**config.mk**
```make
export PLATFORM = sky130hd
export DESIGN_NAME = alu_decode_stage
export DESIGN_NICKNAME = d
export VERILOG_FILES = /design/src/rtl/alu_decode_stage.sv
export SDC_FILE = /design/constraint.sdc
export NUM_CORES = 1
export LEC_CHECK = 0
export BUFFER_PORTS_ARGS = -buffer_cell sky130_fd_sc_hd__buf_2
export CORE_MARGIN = 5
export CORE_UTILIZATION = 46
export CTS_BUF_LIST = sky130_fd_sc_hd__clkbuf_8 sky130_fd_sc_hd__clkbuf_16
export DETAILED_ROUTE_END_ITERATION = 6
export PLACE_DENSITY = 0.8
export SYNTH_ARGS = -nofsm -noshare
export SYNTH_HDL_FRONTEND = slang
export SYNTH_SLANG_ARGS = --single-unit
```
**constraint.sdc**
```tcl
create_clock -name clk -period 2.2 [get_ports clk]
set_input_delay 0.22 -clock clk [delete_from_list [all_inputs] [get_ports clk]]
set_output_delay 0.22 -clock clk [all_outputs]
set_load 0.005 [all_outputs]
```
**src/rtl/alu_decode_stage.sv**
```systemverilog
// RV64 integer ALU decode stage: one registered valid/ready slot.
// Ports: in_valid/in_ready/inst in; out_valid/out_ready, decoded bundle, illegal_count out.
module alu_decode_stage (
  input  logic        clk,
  input  logic        reset,
  input  logic        in_valid,
  output logic        in_ready,
  input  logic [31:0] inst,
  output logic        out_valid,
  input  logic        out_ready,
  output logic [3:0]  alu_control,
  output logic [4:0]  rs1_addr,
  output logic [4:0]  rs2_addr,
  output logic [4:0]  rd_addr,
  output logic [63:0] imm,
  output logic        use_imm,
  output logic        illegal,
  output logic [15:0] illegal_count
);

  localparam logic [3:0] AND_C  = 4'b0000;
  localparam logic [3:0] OR_C   = 4'b0001;
  localparam logic [3:0] ADD_C  = 4'b0010;
  localparam logic [3:0] XOR_C  = 4'b0011;
  localparam logic [3:0] SLL_C  = 4'b0100;
  localparam logic [3:0] SRL_C  = 4'b0101;
  localparam logic [3:0] SUB_C  = 4'b0110;
  localparam logic [3:0] SRA_C  = 4'b0111;
  localparam logic [3:0] SLT_C  = 4'b1000;
  localparam logic [3:0] SLTU_C = 4'b1001;
  localparam logic [3:0] ILL_C  = 4'b1111;

  logic [6:0]  opc;
  logic [2:0]  f3;
  logic [6:0]  f7;
  logic        alt;
  logic        accept;

  logic [3:0]  ctl_d;
  logic [63:0] imm_d;
  logic        ui_d;
  logic        ill_d;

  logic        valid_q;
  logic [3:0]  ctl_q;
  logic [4:0]  rs1_q, rs2_q, rd_q;
  logic [63:0] imm_q;
  logic        ui_q;
  logic        ill_q;
  logic [15:0] cnt_q;

  assign opc = inst[6:0];
  assign f3  = inst[14:12];
  assign f7  = inst[31:25];
  assign alt = inst[30];

  assign in_ready = !valid_q || out_ready;
  assign accept   = in_valid && in_ready;

  always_comb begin
    ctl_d = ADD_C;
    imm_d = '0;
    ui_d  = 1'b0;
    ill_d = 1'b1;
    case (opc)
      7'b0110011: begin
        ill_d = !(f7 == 7'h00 ||
                  (f7 == 7'h20 &&
                   (f3 == 3'b000 || f3 == 3'b101)));
        case (f3)
          3'b000:  ctl_d = alt ? SUB_C : ADD_C;
          3'b001:  ctl_d = SLL_C;
          3'b010:  ctl_d = SLT_C;
          3'b011:  ctl_d = SLTU_C;
          3'b100:  ctl_d = XOR_C;
          3'b101:  ctl_d = alt ? SRA_C : SRL_C;
          3'b110:  ctl_d = OR_C;
          default: ctl_d = AND_C;
        endcase
      end
      7'b0010011: begin
        ill_d = 1'b0;
        ui_d  = 1'b1;
        imm_d = {{52{inst[31]}}, inst[31:20]};
        case (f3)
          3'b000: ctl_d = ADD_C;
          3'b010: ctl_d = SLT_C;
          3'b011: ctl_d = SLTU_C;
          3'b100: ctl_d = XOR_C;
          3'b110: ctl_d = OR_C;
          3'b111: ctl_d = AND_C;
          3'b001: begin
            ctl_d = SLL_C;
            imm_d = {58'd0, inst[25:20]};
            ill_d = inst[31:26] != 6'b000000;
          end
          default: begin
            // RV64 shamt is 6 bits; inst[30] picks SRA
            ctl_d = alt ? SRA_C : SRL_C;
            imm_d = {58'd0, inst[25:20]};
            ill_d = !(inst[31:26] == 6'b000000 ||
                      inst[31:26] == 6'b010000);
          end
        endcase
      end
      7'b0000011: begin
        ill_d = 1'b0;
        ui_d  = 1'b1;
        imm_d = {{52{inst[31]}}, inst[31:20]};
      end
      7'b0100011: begin
        ill_d = 1'b0;
        ui_d  = 1'b1;
        imm_d = {{52{inst[31]}}, inst[31:25], inst[11:7]};
      end
      7'b1100011: begin
        ill_d = f3[2:1] == 2'b01;
        imm_d = {{52{inst[31]}}, inst[7], inst[30:25],
                 inst[11:8], 1'b0};
        case (f3[2:1])
          2'b00:   ctl_d = SUB_C;
          2'b10:   ctl_d = SLT_C;
          default: ctl_d = SLTU_C;
        endcase
      end
      default: ill_d = 1'b1;
    endcase
    // illegal words travel downstream with a neutral payload
    if (ill_d) begin
      ctl_d = ILL_C;
      imm_d = '0;
      ui_d  = 1'b0;
    end
  end

  always_ff @(posedge clk) begin
    if (reset) begin
      valid_q <= 1'b0;
      ctl_q   <= '0;
      rs1_q   <= '0;
      rs2_q   <= '0;
      rd_q    <= '0;
      imm_q   <= '0;
      ui_q    <= 1'b0;
      ill_q   <= 1'b0;
      cnt_q   <= '0;
    end else begin
      if (accept) begin
        valid_q <= 1'b1;
        ctl_q   <= ctl_d;
        rs1_q   <= inst[19:15];
        rs2_q   <= inst[24:20];
        rd_q    <= inst[11:7];
        imm_q   <= imm_d;
        ui_q    <= ui_d;
        ill_q   <= ill_d;
        if (ill_d && cnt_q != 16'hFFFF)
          cnt_q <= cnt_q + 16'd1;
      end else if (out_ready) begin
        valid_q <= 1'b0;
      end
    end
  end

  assign out_valid     = valid_q;
  assign alu_control   = ctl_q;
  assign rs1_addr      = rs1_q;
  assign rs2_addr      = rs2_q;
  assign rd_addr       = rd_q;
  assign imm           = imm_q;
  assign use_imm       = ui_q;
  assign illegal       = ill_q;
  assign illegal_count = cnt_q;

endmodule
```
==> results by group <==
Outcome
  – Status: finished, final reports clean

STA
  – Period Utilization, post-route: 93.3%
  – Worst slew pin tran: about 0.93 ns
  – Max Clk Rate: between 400 and 500 MHz
  – Final setup TNS: 0 ns
  – Slew margin rel.: ~38%
  – Max Clock Skew: roughly 0.005 ns
  – Tmin final: approximately 2.1 ns
  – Final Hold Vio Count: 0
  – Final Setup Violations: 0
  – Max-slew violation count: 0
  – Final WS setup: between 0.1 and 0.15 ns
  – Unrepaired setup endpoints after global routing: false

Worst setup path
  – Crit-path max cell delay: about 0.4 ns
  – Required @ worst endpoint: 2.44 ns
  – CP Capture Type: register
  – Buf/Inv on CP: 1
  – Most used cell, CP: and4_1
  – Critical Path, Cell by Cell: ha_1, and4_1, and4_1, nand2_1, o311ai_2, buf_4, or4_1, a21oi_1
  – CP startpoint kind: register
  – CP arrival: 2.29 ns
  – CP Class: reg2reg
  – CP max-delay cell: or4_1
  – Critical path peak fanout: 20
  – CP top delay family: simple AND/OR/NAND/NOR gates

Pwr
  – Internal power: roughly 1.4 mW
  – Clock network fraction of design power: between 30 and 40%
  – Leak Pwr: roughly 1.6 nW
  – Peak supply drop: between 0.4 and 0.5 mV
  – Sequential power share: 53.0%
  – Tot Pwr: about 1.8 mW
  – Power per cell area: ~560 nW/um2
  – Switch Pwr: between 0.4 and 0.5 mW
  – Combinational fraction of design power: about an eighth
  – Sw Ratio: 24.5%

Clock network
  – CTS root buf: clkbuf_8
  – H-tree depth: 2
  – CTS clock-pin slew for the worst setup and hold paths: approximately 0.09 ns
  – Num Clock Sinks: between 50 and 60
  – CTS tree: built
  – CTS Hold Bufs: 0
  – Clock buffer count from CTS: 5
  – Post-cts sizing count: 0
  – Clock Path Buffers: 2
  – Post-CTS repair timing setup buffer count: 0
  – Worst skew pair latency: roughly 0.3 ns

Global route
  – Remaining Overflow, GRT: 0
  – Initial antenna violation count: 0
  – Largest net degree at the start of global routing: 54
  – GRT Util Overall: 17.9%
  – First-pass GRT wire length: 10900 um
  – Vias in the first global route: ~2400

Floorplan
  – Core area: between 5000 and 6000 um2
  – Starting Density: 46.8%
  – # IOs: roughly 140
  – Die width: slightly below 90 um
  – Placement row count: 28
  – Die height: slightly below 90 um
  – Die area: between 7000 and 8000 um2

Synth
  – Post-Synth XOR/XNOR Area: 1.28%
  – Post-synth EDFFs: 0
  – Synthesized cell area: roughly 2700 um2
  – Compound-Gate Fraction of Synth Area: 19.3%
  – Async set-or-reset flop fraction in the synthesized netlist: 0%
  – Multiplexer share of the synthesized area: less than 1%
  – Synth top area share: 37.3%
  – Largest family of logic cells by synthesized area: simple AND/OR/NAND/NOR gates
  – Post-synthesis simple-gate area fraction: 23.8%
  – Synthesized-area fraction occupied by adder cells: 0.457%
  – Top_reg_cell synth: dfxtp_1
  – Syn nets: roughly 360
  – Synth Warn #: 0
  – Yosys reg bits: about 50
  – Top post-synthesis cells by area: dfxtp_1, buf_4, nand2_1
  – Synth cell types: between 40 and 50
  – Mean area per synthesized cell: 8.50 um2
  – Register area share after synthesis: 37.3%
  – Post-synthesis cell count: 322
  – Post-synth top area cell: dfxtp_1

Final layout
  – ANT cells: 0
  – Multi-input logic area: ~1200 um2
  – Register Area: slightly above 1000 um2
  – Leading cell types in the layout, fill and taps excluded: buf_2, dfxtp_1, nand2_1
  – Area Growth Syn to Fin: 19.3%
  – Finished Layout Cells: 491
  – Post-layout util: between 50 and 60%
  – Fillers: roughly 560
  – Commonest non-fill, non-tap cell in the layout: buf_2
  – Final nets: 453
  – Share of cells above drive strength 1: 40.9%

Drt
  – DR WL met2: ~3400 um
  – Metal1 wirelength: about 2900 um
  – DR iter-0 viols: 69
  – Vias per cell: just over 5
  – DR vias: between 2000 and 3000
  – DR pass1 iterations: 4
  – DR top layer: met4
  – DRC violations left: 0
  – Final ANT Viol Nets: 0
  – Post-Route WL: 6930 um
  – Metal3 WL: 545 um
  – DR WL/cell: ~14 um

Placement
  – Buffers added on ports: 138
  – Placed cells: 484
  – Place WS: 0.0477 ns
  – Detailed Place HPWL: ~5400 um
  – RD Place Congestion: about 0.87

Run
  – # Max-Cap Violations: 0

Hold path
  – Worst min path class: in2reg
-- synthesized netlist by cell type, drive strengths merged (5+ instances only) --
cell type	number
a211oi	5
clkbuf	6
dfxtp	51
or3	11
a21oi	29
nand3	8
nand2	46
buf	58
a22oi	6
inv	6
nor3	8
nor2	18
a22o	7
o21ai	18
-- cell type report --
type / instances / share of cell area (%)
sequential: 51 / 31.3
inverter: 6 / 0.690
multi-input combinational: 201 / 37.9
clock buffer: 5 / 2.11
tap: 75 / 2.87
clock inverter: 2 / 1.03
timing repair buffer: 151 / 24.1
-- power groups by stage --
stage,Sequential (mW),Combinational (mW),Clock (mW)
3_3_place_gp,0.988,0.224,0
5_1_grt,0.971,0.254,0.687
3_5_place_dp,0.988,0.230,0
6_report,0.967,0.228,0.630
2_1_floorplan,0.994,0.114,0
4_1_cts,0.967,0.230,0.645
-- metal layers --
layer / up-vias / global-route usage [%]
li1: 1265 / -
met1: 1158 / 21.1
met2: 90 / 31.2
met4: 0 / 6.56
met3: 10 / 4.64
met5: - / 0
-- kinds of logic after synthesis --
| family | Yosys count |
|---|---|
| xor gates and xnor gates | 4 |
| AOI/OAI and AO/OA | 79 |
| and+or+nand+nor | 116 |
| DFF | 51 |
| buffers and inverters | 70 |
| muxes | 1 |
| adders and majority gates | 1 |
-- through the flow --
step                cell area (um2)  hold slack, ns
global route                   3260           0.131
global placement               3160           0.431
finish                         3260           0.142
CTS                            3260           0.134
detailed placement             3160           0.441
floorplan                      2740           0.346
-- sequential cells by signal, summed over array words and instances, names as in the netlist --
signal and cells:
out_valid 1, use_imm 1, rd_addr 5, rs1_addr 5, illegal_count 16, rs2_addr 5, alu_control 4, imm 13
illegal 1
-- path summary, 6_finish.rpt --
kind	from	to	slack, ns	depth (start not counted)
worst max-delay path	illegal_count[0]	illegal_count[7]	0.15	8
worst min-delay path	inst[27]	imm[7]	0.14	2
worst max register to register	illegal_count[0]	illegal_count[7]	0.15	8
worst min register to register	imm[3]	imm[3]	0.46	2
Note: power is estimated with default switching activity, not from simulation.
